--- config.mk ---
export PLATFORM = sky130hd
export DESIGN_NAME = mem_port_arbiter
export DESIGN_NICKNAME = d
export VERILOG_FILES = /design/src/rtl/mem_port_pkg.sv /design/src/rtl/mem_port_arbiter_rr_arb2.sv /design/src/rtl/mem_port_arbiter.sv
export SDC_FILE = /design/constraint.sdc
export NUM_CORES = 1
export LEC_CHECK = 0
export CORE_AREA = 2 2 254 256
export DETAILED_ROUTE_END_ITERATION = 8
export DIE_AREA = 0 0 256 258
export SETUP_SLACK_MARGIN = 0.1
export SLEW_MARGIN = 20
export SYNTH_ARGS = -nofsm -noshare
export SYNTH_HDL_FRONTEND = slang
export SYNTH_HIERARCHICAL = 1
export SYNTH_SLANG_ARGS = --single-unit
--- constraint.sdc ---
create_clock -name clk -period 6.4 [get_ports clk]
set_clock_uncertainty 0.15 [all_clocks]
set_input_delay 1.92 -clock clk [delete_from_list [all_inputs] [get_ports clk]]
set_output_delay 1.92 -clock clk [all_outputs]
set_load 0.02 [all_outputs]
--- src/rtl/mem_port_pkg.sv ---
// mem_port_pkg: shared state, requester ids and latched-request type for mem_port_arbiter.
package mem_port_pkg;
    localparam int MAX_ADDR_W = 64;
    localparam int MAX_DATA_W = 64;
    localparam logic REQ_FETCH = 1'b0;
    localparam logic REQ_LSU = 1'b1;
    typedef enum logic [1:0] {IDLE, RD_ISSUE, RD_WAIT, WR_ISSUE} state_t;
    typedef struct packed {
        logic id;
        logic write;
        logic pair;
        logic beat;
        logic [MAX_ADDR_W-1:0] addr;
        logic [MAX_DATA_W-1:0] wdata0;
        logic [MAX_DATA_W-1:0] wdata1;
    } req_t;
endpackage

--- src/rtl/mem_port_arbiter_rr_arb2.sv ---
// rr_arb2: two-way round-robin grant; the most recent winner loses the next tie.
module rr_arb2 (
    input  logic       clk,
    input  logic       rst,
    input  logic       en,
    input  logic [1:0] req,
    output logic [1:0] gnt
);
    logic ptr;
    always_comb gnt = !en ? 2'b00 : (&req ? (ptr ? 2'b10 : 2'b01) : req);
    always_ff @(posedge clk) begin
        if (rst) ptr <= 1'b0;
        else if (|gnt) ptr <= gnt[0];
    end
endmodule

--- src/rtl/mem_port_arbiter.sv ---
// mem_port_arbiter: shares one memory port between fetch and LSU, one read outstanding at a time.
// Optional read watchdog with resp_err output when MEM_PORT_ARB_TIMEOUT_EN is defined.
module mem_port_arbiter
    import mem_port_pkg::*;
#(
    parameter int ADDR_W = 64,
    parameter int DATA_W = 64,
    parameter int BEAT_STRIDE = 8
`ifdef MEM_PORT_ARB_TIMEOUT_EN
    , parameter int TIMEOUT_CYCLES = 255
`endif
) (
    input  logic              clk,
    input  logic              rst,
    input  logic              f_req_valid,
    output logic              f_req_ready,
    input  logic [ADDR_W-1:0] f_req_addr,
    output logic              f_resp_valid,
    output logic [DATA_W-1:0] f_resp_data,
    input  logic              l_req_valid,
    output logic              l_req_ready,
    input  logic              l_req_write,
    input  logic              l_req_pair,
    input  logic [ADDR_W-1:0] l_req_addr,
    input  logic [DATA_W-1:0] l_req_wdata0,
    input  logic [DATA_W-1:0] l_req_wdata1,
    output logic              l_resp_valid,
    output logic              l_resp_beat,
    output logic [DATA_W-1:0] l_resp_data,
    output logic              l_wr_done,
    output logic              mem_ren,
    output logic [ADDR_W-1:0] mem_raddr,
    input  logic              mem_rvalid,
    input  logic [DATA_W-1:0] mem_rdata,
    output logic              mem_wen,
    output logic [ADDR_W-1:0] mem_waddr,
`ifdef MEM_PORT_ARB_TIMEOUT_EN
    output logic              resp_err,
`endif
    output logic [DATA_W-1:0] mem_wdata
);
    state_t state, state_n;
    req_t r;
    logic [1:0] gnt;
    logic rd_done, timed_out, more_beats;
    logic [ADDR_W-1:0] beat_addr;
    logic [DATA_W-1:0] resp_data;

    rr_arb2 u_arb (
        .clk(clk),
        .rst(rst),
        .en(state == IDLE),
        .req({l_req_valid, f_req_valid}),
        .gnt(gnt)
    );

    assign f_req_ready = gnt[0];
    assign l_req_ready = gnt[1];
    assign more_beats = r.pair && !r.beat;
    assign beat_addr = r.addr[ADDR_W-1:0] + (r.beat ? ADDR_W'(BEAT_STRIDE) : '0);

`ifdef MEM_PORT_ARB_TIMEOUT_EN
    logic [31:0] wait_cnt;
    assign timed_out = state == RD_WAIT && !mem_rvalid && wait_cnt == 32'(TIMEOUT_CYCLES - 1);
    always_ff @(posedge clk) begin
        if (rst || state != RD_WAIT) wait_cnt <= '0;
        else wait_cnt <= wait_cnt + 32'd1;
    end
    always_ff @(posedge clk) resp_err <= !rst && timed_out;
`else
    assign timed_out = 1'b0;
`endif

    // Data returning alongside mem_ren counts immediately, so no beat is ever dropped.
    assign rd_done = ((state == RD_ISSUE || state == RD_WAIT) && mem_rvalid) || timed_out;

    always_comb begin
        state_n = state;
        if (state == IDLE && |gnt) state_n = (gnt[1] && l_req_write) ? WR_ISSUE : RD_ISSUE;
        else if (rd_done) state_n = more_beats ? RD_ISSUE : IDLE;
        else if (state == RD_ISSUE) state_n = RD_WAIT;
        else if (state == WR_ISSUE) state_n = more_beats ? WR_ISSUE : IDLE;
    end

    assign mem_ren = state == RD_ISSUE;
    assign mem_raddr = mem_ren ? beat_addr : '0;
    assign mem_wen = state == WR_ISSUE && r.write;
    assign mem_waddr = mem_wen ? beat_addr : '0;
    assign mem_wdata = mem_wen ? (r.beat ? r.wdata1[DATA_W-1:0] : r.wdata0[DATA_W-1:0]) : '0;
    assign l_wr_done = mem_wen && !more_beats;
    assign f_resp_data = resp_data;
    assign l_resp_data = resp_data;

    always_ff @(posedge clk) begin
        if (rst) begin
            state <= IDLE;
            r <= '0;
            f_resp_valid <= 1'b0;
            l_resp_valid <= 1'b0;
            l_resp_beat <= 1'b0;
            resp_data <= '0;
        end else begin
            state <= state_n;
            f_resp_valid <= rd_done && r.id == REQ_FETCH;
            l_resp_valid <= rd_done && r.id == REQ_LSU;
            l_resp_beat <= rd_done && r.beat;
            resp_data <= rd_done ? (timed_out ? '0 : mem_rdata) : resp_data;
            if (state == IDLE && |gnt)
                r <= '{id: gnt[1], write: gnt[1] & l_req_write, pair: gnt[1] & l_req_pair, beat: 1'b0,
                       addr: MAX_ADDR_W'(gnt[1] ? l_req_addr : f_req_addr),
                       wdata0: MAX_DATA_W'(l_req_wdata0), wdata1: MAX_DATA_W'(l_req_wdata1)};
            else if ((rd_done || mem_wen) && more_beats)
                r.beat <= 1'b1;
        end
    end
endmodule

==> results.toml, run 1 <==
[clock_network]
cts.clk_slew.worst_paths_ns = 0.05
cts_hold_buffers = 0
cts_setup_buffers = 0
clockBufferDepth = 3
clock_latency_ns = 0.53
cts_buffers = 34
clock-sinks = 266
cts_resized = 0
h-tree-depth = 2
clock-root-buffer = "clkbuf_16"
cts_tree = "yes"

[critical_path]
rr_worst_depth = 10
regToRegEndpoint = "r[102]$_SDFFE_PP0P_"
slowest_stage = "or4_1"
reg2reg_slack_ns = 3.10
path_cells = "nand4_4, or4_4, or4_1, or3_1, a21boi_0, clkdlybuf4s50_1"
worst_setup_path_end_kind = "primary output"
critical_path.max_fanout = 20
max_stage_delay_ns = 0.74
crit_type = "flip-flop to primary output"
startpoint_type = "flip-flop"
crit_required_ns = 4.33
arrival_ns = 3.90
r2r-start = "state[1]$_SDFFE_PP0P_"

[synthesis]
syn_nets = 2072
synth.most_common_cell = "nand2_1"
seq_area_frac_synth_pct = 40.16
synth_commonest_cells = "nand2_1, dfxtp_1, a21oi_1"
synth_edf_count = 0
syn_area_sq_um = 13260
synth_top_cells_by_area = "dfxtp_1, nand2_1, mux2i_1"
synth_ff_type = "dfxtp_1"
synth_area_per_cell_sq_um = 7.620
synth_top_area_cell = "dfxtp_1"
synth_top_area_share_pct = 40.16
synth-seq-cells = 266
synthArstFlopShare_pct = 0
yosysUniqueCellTypes = 40
yosysWarnings = 6
synth_cells = 1740

[drt]
drc = 0
post_drt_wl_per_cell_um = 17.70
drt-initial-drc-count = 702
via_count = 13962
vias_per_cell = 4.458
postRouteAntennaNets = 0
wl_um = 55450
drtPass1Iterations = 5

[hold_path]
hp-start = "r[104]$_SDFFE_PP0P_"
worstHoldPathType = "flip-flop to flip-flop"
min_to = "r[104]$_SDFFE_PP0P_"
hold_path_depth = 2

[status]
run_status = "complete, no violations"

[final_layout]
nFillCells = 6580
nNetsFinal = 2587
area_growth_pct = 60.23
final_cells = 3132
drive_above_1_share_pct = 3.735

[place]
dp.cells = 3071
hpwl_um = 42270
port_buffers = 654
gp_congestion = 0.9471

[sta]
rsz0062_at_grt = "no"
timing.slew.headroom_pct = 40.17
finalCriticalPeriod_ns = 5.966
worst-slew-pin-transition_ns = 0.8975
finalSetupViolCount = 0
hold_violations = 0
drv_slew = 0
max_freq_mhz = 167.6
fin_crit_sh_pct = 93.22
final.setup.tns_ns = 0

[floorplan]
io_pins = 655
num_rows = 93
core-area_sq_um = 63650
die_area_sq_um = 66050
die_w_um = 256
initial_core_util_pct = 20.83
die_y_um = 258

[power_and_ir_drop]
comb_power_share_pct = 39.5
p_clk_share_pct = 25.6
internal-power_uw = 4477
peakVddDrop_uv = 215.6
total_power_uw = 7383
p_leak_uw = 0.006890
p_switching_uw = 2906
p_sw_share_pct = 39.36
p_per_area_nw_per_um2 = 347.5
sequentialPowerShare_pct = 34.9

[global_route]
grt_max_degree = 123
grtUsageTotal_pct = 16.01
grt_pass1_wl_um = 83030
grt_overflow = 0
grt_pass1_vias = 13801
antenna_found_initial = 0

[run]
maxCapViolations = 0
[worst max-delay path: cells and delay by family, from the launching register on]
family / cells / cell delay [ns]
buffers and inverters: 1 / 0.63
DFF: 1 / 0.46
AOI/OAI and AO/OA: 1 / 0.21
and+or+nand+nor: 4 / 2.05
[final cells by class]
type                    count  area, sq um  area share (%)
flip-flops and latches    266         5329           25.08
multi-input cells        1266         6949           32.71
clock buffers              49        968.4           4.558
diodes                      1        2.502         0.01178
inverters                   9        33.78          0.1590
well taps                 855         1070           5.035
clock inverters             8        112.6          0.5300
repair buffers            678         6780           31.91
[worst max path at each step]
stage | start | to | slack (ns) | cells past startpoint
after floorplan | r[139]$_SDFFE_PP0P_ | mem_raddr[56] | 1.62 | 6
after global placement | l_req_valid | f_req_ready | 0.40 | 3
after detailed placement | l_req_valid | f_req_ready | 0.39 | 3
after CTS | r[131]$_SDFFE_PP0P_ | mem_raddr[49] | 0.17 | 8
after global routing | r[139]$_SDFFE_PP0P_ | mem_raddr[58] | 0.25 | 6
final | r[139]$_SDFFE_PP0P_ | mem_raddr[58] | 0.43 | 6
[kinds of logic after synthesis]
kind of cell	synth area share, %
AOI/OAI and AO/OA	13.51
buffers and inverters	7.757
muxes	9.814
adders and majority gates	0.4718
DFF	40.16
and+or+nand+nor	25.38
xor gates and xnor gates	2.906
[state kept, by name (all words and copies together) (netlist names)]
name,cells
r,196
f_resp_data,64
l_resp_valid,1
state,2
f_resp_valid,1
l_resp_beat,1
u_arb/ptr,1
[power groups by stage]
stage | Combinational, uW | Sequential [uW] | Clock (uW)
3_3_place_gp | 2900 | 2570 | 0
6_report | 2920 | 2580 | 1890
4_1_cts | 2950 | 2570 | 1960
2_1_floorplan | 1810 | 2550 | 0
5_1_grt | 3200 | 2640 | 2020
3_5_place_dp | 2950 | 2600 | 0
[cell usage in the layout (no fill, tap or decap), types with 8 or more instances in the layout]
cell type and n:
a211oi_1 65, a21boi_0 13, a21oi_1 212, and2_1 8, and3_1 13, buf_4 20
clkbuf_1 10, clkbuf_16 35, clkdlybuf4s50_1 653, dfxtp_1 265, inv_1 9, mux2i_1 130
nand2_1 416, nand3_1 28, nand4_1 18, nor2_1 183, nor2b_1 45, nor3_1 8
nor4_1 16, o31ai_1 8, or3_1 9, or4_1 11, xnor2_1 23, xor2_1 21
[metrics by stage]
stage	hold WS (ns)	cell area [sq um]	setup slack, ns	util [%]
final	0.3020	21250	0.4341	33.38
after global routing	0.3209	21240	0.2463	33.37
after global placement	0.2912	20140	0.4001	31.64
after floorplan	0.2674	13260	1.620	-
after detailed placement	0.2958	20140	0.3889	31.64
after CTS	0.3032	21220	0.1658	33.34
[per-layer routing]
metal  global-route usage (%)  wire, um  up-vias
li1                         -         -     6816
met1                    19.01     23030     6575
met2                    28.19     27230      490
met3                    3.867      3605       81
met4                    5.458      1581        0
met5                        0         0        -
Note: power is estimated with default switching activity, not from simulation.
==> inputs of run 2 (changes only) <==
--- a/config.mk
+++ b/config.mk
@@ -5,12 +5,12 @@
 export SDC_FILE = /design/constraint.sdc
 export NUM_CORES = 1
 export LEC_CHECK = 0
-export CORE_AREA = 2 2 254 256
+export CORE_AREA = 2 2 258 260
 export DETAILED_ROUTE_END_ITERATION = 8
-export DIE_AREA = 0 0 256 258
+export DIE_AREA = 0 0 260 262
 export SETUP_SLACK_MARGIN = 0.1
-export SLEW_MARGIN = 20
 export SYNTH_ARGS = -nofsm -noshare
 export SYNTH_HDL_FRONTEND = slang
 export SYNTH_HIERARCHICAL = 1
 export SYNTH_SLANG_ARGS = --single-unit
+export TNS_END_PERCENT = 20
==> run 2 against run 1 <==
Clock-buffer cell count shrank 5; register-to-register slack better by 0.12 ns; via count fell by 2.8%; global-route usage is 0.84 points lower; sequential share of layout area shrank 0.071 points; die area increased by 3.1%; largest cell class unchanged.
==> results.toml, run 2 (synthesis results as in run 1) <==
[drt]
postRouteAntennaNets = 0
drc = 0
post_drt_wl_per_cell_um = 17.75
drt-initial-drc-count = 624
vias_per_cell = 4.318
via_count = 13575
drtPass1Iterations = 5
wl_um = 55800

[place]
port_buffers = 654
hpwl_um = 41790
dp.cells = 3085
gp_congestion = 0.8874

[final_layout]
final_common_cell = "clkdlybuf4s50_1"
area_growth_pct = 60.69
nNetsFinal = 2590
final_cell_mix = "clkdlybuf4s50_1, nand2_1, dfxtp_1"
final_cells = 3144
largest_register = "r"
drive_above_1_share_pct = 4.084
largest_reg_flops = 196

[clock_network]
clock-sinks = 266
clock-root-buffer = "clkbuf_16"
cts.clk_slew.worst_paths_ns = 0.06
h-tree-depth = 2
clockBufferDepth = 3
cts_buffers = 35
cts_setup_buffers = 0
clock_latency_ns = 0.53
cts_tree = "yes"

[hold_path]
hp-start = "r[105]$_SDFFE_PP0P_"
worstHoldPathType = "flip-flop to flip-flop"

[sta]
rsz0062_at_grt = "no"
max_freq_mhz = 165.3
drv_slew = 0
final.setup.tns_ns = 0
hold_violations = 0
fin_crit_sh_pct = 94.51
finalCriticalPeriod_ns = 6.049
worst-slew-pin-transition_ns = 1.050
finalSetupViolCount = 0
timing.slew.headroom_pct = 29.73

[critical_path]
cp_num_buf_inv = 1
arrival_ns = 3.98
critical_path.max_fanout = 20
crit_family = "simple AND/OR/NAND/NOR gates"
crit_required_ns = 4.33
crit_start = "r[139]$_SDFFE_PP0P_"
r2r-start = "state[0]$_SDFFE_PP0P_"
path_cells = "nand4_4, or4_4, or4_1, or3_1, a21boi_0, clkdlybuf4s50_1"
max_stage_delay_ns = 0.74
startpoint_type = "flip-flop"
slowest_stage = "or4_1"
crit_type = "flip-flop to primary output"
worst_setup_path_end_kind = "primary output"

[floorplan]
num_rows = 94
initial_core_util_pct = 20.31
core-area_sq_um = 65280
die_y_um = 262
die_w_um = 260
die_area_sq_um = 68120
io_pins = 655

[global_route]
antenna_found_initial = 5
grt_overflow = 0
grt_max_degree = 101
grt_pass1_vias = 12916
grt_pass1_wl_um = 79110
grtUsageTotal_pct = 15.17

[status]
run_status = "complete, no violations"

[run]
maxCapViolations = 0

[power_and_ir_drop]
peakVddDrop_uv = 344.8
p_per_area_nw_per_um2 = 348.2
p_leak_uw = 0.006918
## run 2: changes by cell type in the layout (fill, tap and decap cells not counted), sizes merged
cell,before,now
clkbuf,50,45
clkinv,3,8
buf,24,26
diode,1,3
inv,12,10
clkinvlp,0,1
## run 2: where the power goes
| part | internal, uW | switching (uW) | total [uW] |
|---|---|---|---|
| Sequential | 2130 | 436 | 2570 |
| Combinational | 1230 | 1710 | 2940 |
| Clock | 1150 | 766 | 1910 |
## run 2: worst paths after layout
kind	endpoint	slack (ns)	depth (start not counted)
worst max-delay path	mem_raddr[62]	0.35	6
worst min-delay path	r[105]$_SDFFE_PP0P_	0.30	2
worst max register to register	r[134]$_SDFFE_PP0P_	3.22	9
worst min register to register	r[105]$_SDFFE_PP0P_	0.30	2
## run 2: layer usage
layer	vias to the layer above	track usage (%)	share of wire [%]
li1	6824	-	-
met5	-	0	0.079
met2	451	25.69	48
met1	6231	18.60	42
met4	6	4.390	2.2
met3	63	4.475	8.0
## run 2: area by class of cell
type	count	area, sq um
inverter	9	33.78
antenna	3	7.507
timing repair buffer	680	6808
fill	6982	43970
tap	864	1081
sequential	266	5329
clock buffer	44	970.9
multi-input combinational	1266	6955
clock inverter	12	120.1
## run 2: repair_timing
action,4_1_cts,5_1_grt
hold buffers,0,0
resized for setup,0,1
setup endpoints to repair,0,7
## run 2: worst reg2reg max path, cell delays in order (launching register included)
cell	delay (ns)
dfxtp_1	0.33
inv_1	0.07
ha_1	0.15
buf_4	0.21
nand2_1	0.13
a21oi_4	0.13
buf_4	0.37
buf_4	0.79
mux2i_1	0.42
a211oi_1	0.32
## run 2: through the flow
stage                     worst slack, ns  total power, uW  hold slack, ns  utilization [%]  instance area, sq um
after detailed placement           0.7160             5577          0.2958            30.95                 20200
final                              0.3513             7419          0.3024            32.64                 21310
after global routing               0.1980             7926          0.3178            32.64                 21300
after global placement             0.6986             5554          0.2910            30.95                 20200
after floorplan                     1.620             4359          0.2674                -                 13260
after CTS                          0.2648             7539          0.3037            32.62                 21290
==> variant (flow settings as in run 1) <==
`DATA_W`: 64 -> 32.
--- a/src/rtl/mem_port_arbiter.sv
+++ b/src/rtl/mem_port_arbiter.sv
@@ -4,7 +4,7 @@
     import mem_port_pkg::*;
 #(
     parameter int ADDR_W = 64,
-    parameter int DATA_W = 64,
+    parameter int DATA_W = 32,
     parameter int BEAT_STRIDE = 8
 `ifdef MEM_PORT_ARB_TIMEOUT_EN
     , parameter int TIMEOUT_CYCLES = 255
Ports: changed (6 resized); port bits go from 655 to 463. The function was not compared with the original's and may differ.
==> variant against run 1 <==
  * Sequential cell count fell by 96
  * Synthesized area fell by 30%
  * Routed wire length decreased by 23%
  * Cell count down 21%
  * Power fell by 33%
  * Final area down 29%
  * Setup slack got worse by 0.035 ns
  * Synthesized cell count is 29% lower
  * Sequential power is 33% lower
  * Non-clock buffer count decreased by 199
  * Combinational power decreased by 28%
  * Maximum frequency fell by 0.58%
  * Critical path type unchanged
  * Largest power group unchanged
==> variant: results (changes against run 1) <==
- Status: complete, no violations
- Met2 Use GR: 0.214 (-0.0683)
- GPL Wtd Cong: 0.884 (-6.7%)
- Clock transition at path regs: 0.07 ns (+0.02 ns)
- Post-synth cell types: 43 (+7.5%)
- Dpl cell area: 0.0145 sq mm (-28%)
- Clock buf count: 17 (-65%)
- Clock group power: 1.12 mW (-41%)
- Net Count, Synth: 1475 (-29%)
- Leak: 4.72 nW (-32%)
- CTS Buf Count: 17 (-50%)
- Fillers: 7054 (+7.2%)
- Critical Path Fanout Max: 12 (-40%)
- Highest metal used: met5
- Metal3 WL: 3.26 mm (-9.5%)
- PortBufs: 462 (-29%)
- Antenna diode count: 0 (-1)
- Met3 Usage GRT: 0.0409 (+0.00226)
- Leading post-synthesis cells by cell area: dfxtp_1 37%, mux2i_1 10%, nand2_1 9.1%
- Measured slew at the worst slew-check pin: 0.958 ns (+0.0608 ns)
- Register share of the cell area: 0.225 (-0.0259)
- Largest net degree at the start of global routing: 88 (-28%)
- Nets: 1843 (-29%)
- Synthesized instance count: 1239 (-29%)
- Non-clock buffering overhead: 0.316 (-0.00286)
- GRT Total Usage: 0.127 (-0.0328)
- Vias in the first global route: 9697 (-30%)
- Met1 GRT Util: 0.153 (-0.0367)
- DR iter-0 viols: 597 (-15%)
- H-Tree Depth: 4 (+2)
- CP max stage delay: 0.72 ns (-0.02 ns)
- Metal2 WL: 20.2 mm (-26%)
- Final Power: 4.96 mW (-33%)
- P_sw: 2.09 mW (-28%)
- Logic inverters: 15 (+6)
- DRT met1 WL: 18.4 mm (-20%)
- Clock Sinks: 170 (-36%)
- Latest clock arrival within the worst-skew pair: 0.48 ns (-0.05 ns)
- Hpwl dp: 33.0 mm (-22%)
- Number of flip-flops in the largest register: 132 (-33%)
- Non-clk bufs: 479 (-29%)
- Multi-Input Combinational: 924 (-27%)
- WL/cell: 17.3 microns (-2.4%)
- Multi-input logic area: 0.00521 sq mm (-25%)
- Share of cells above drive strength 1: 0.0420 (+0.00466)
- Seq/Total Area, Yosys: 0.369 (-0.0331)
- First-pass GRT wire length: 63.0 mm (-24%)
- Clock-cell share of area: 0.0403 (-0.0106)
- Combinational cell power: 2.10 mW (-28%)
- Pwr per Cell Area: 327 mW/mm^2 (-5.8%)
- Layout Cells excl Fill: 2474 (-21%)
- Placement Setup Slack: 0.694 ns (+0.305 ns)
- Commonest cells in the netlist: 224 x nand2_1, 191 x nor2_1, 170 x dfxtp_1
- DR vias: 10000 (-28%)
-- variant: path summary, 6_finish.rpt --
check             cells past startpoint             endpoint  slack [ns]             startpoint
setup / recovery                      8        mem_raddr[58]        0.40    r[131]$_SDFFE_PP0P_
setup reg to reg                      8  r[135]$_SDFFE_PP0P_        2.97  state[0]$_SDFFE_PP0P_
hold reg to reg                       2   r[16]$_SDFFE_PP0P_        0.30     r[16]$_SDFFE_PP0P_
hold / removal                        2   r[16]$_SDFFE_PP0P_        0.30     r[16]$_SDFFE_PP0P_
-- variant: logic make-up (layout without fill, tap and decap cells) --
logic type / after synthesis / count (layout) / synth area share
simple gates: 554 / 554 / 0.265
flops: 170 / 170 / 0.369
fa+ha+maj: 5 / 5 / 0.00678
buf+inv: 145 / 525 / 0.0724
compound gates: 228 / 228 / 0.144
xor+xnor: 41 / 41 / 0.0389
mux: 96 / 96 / 0.104
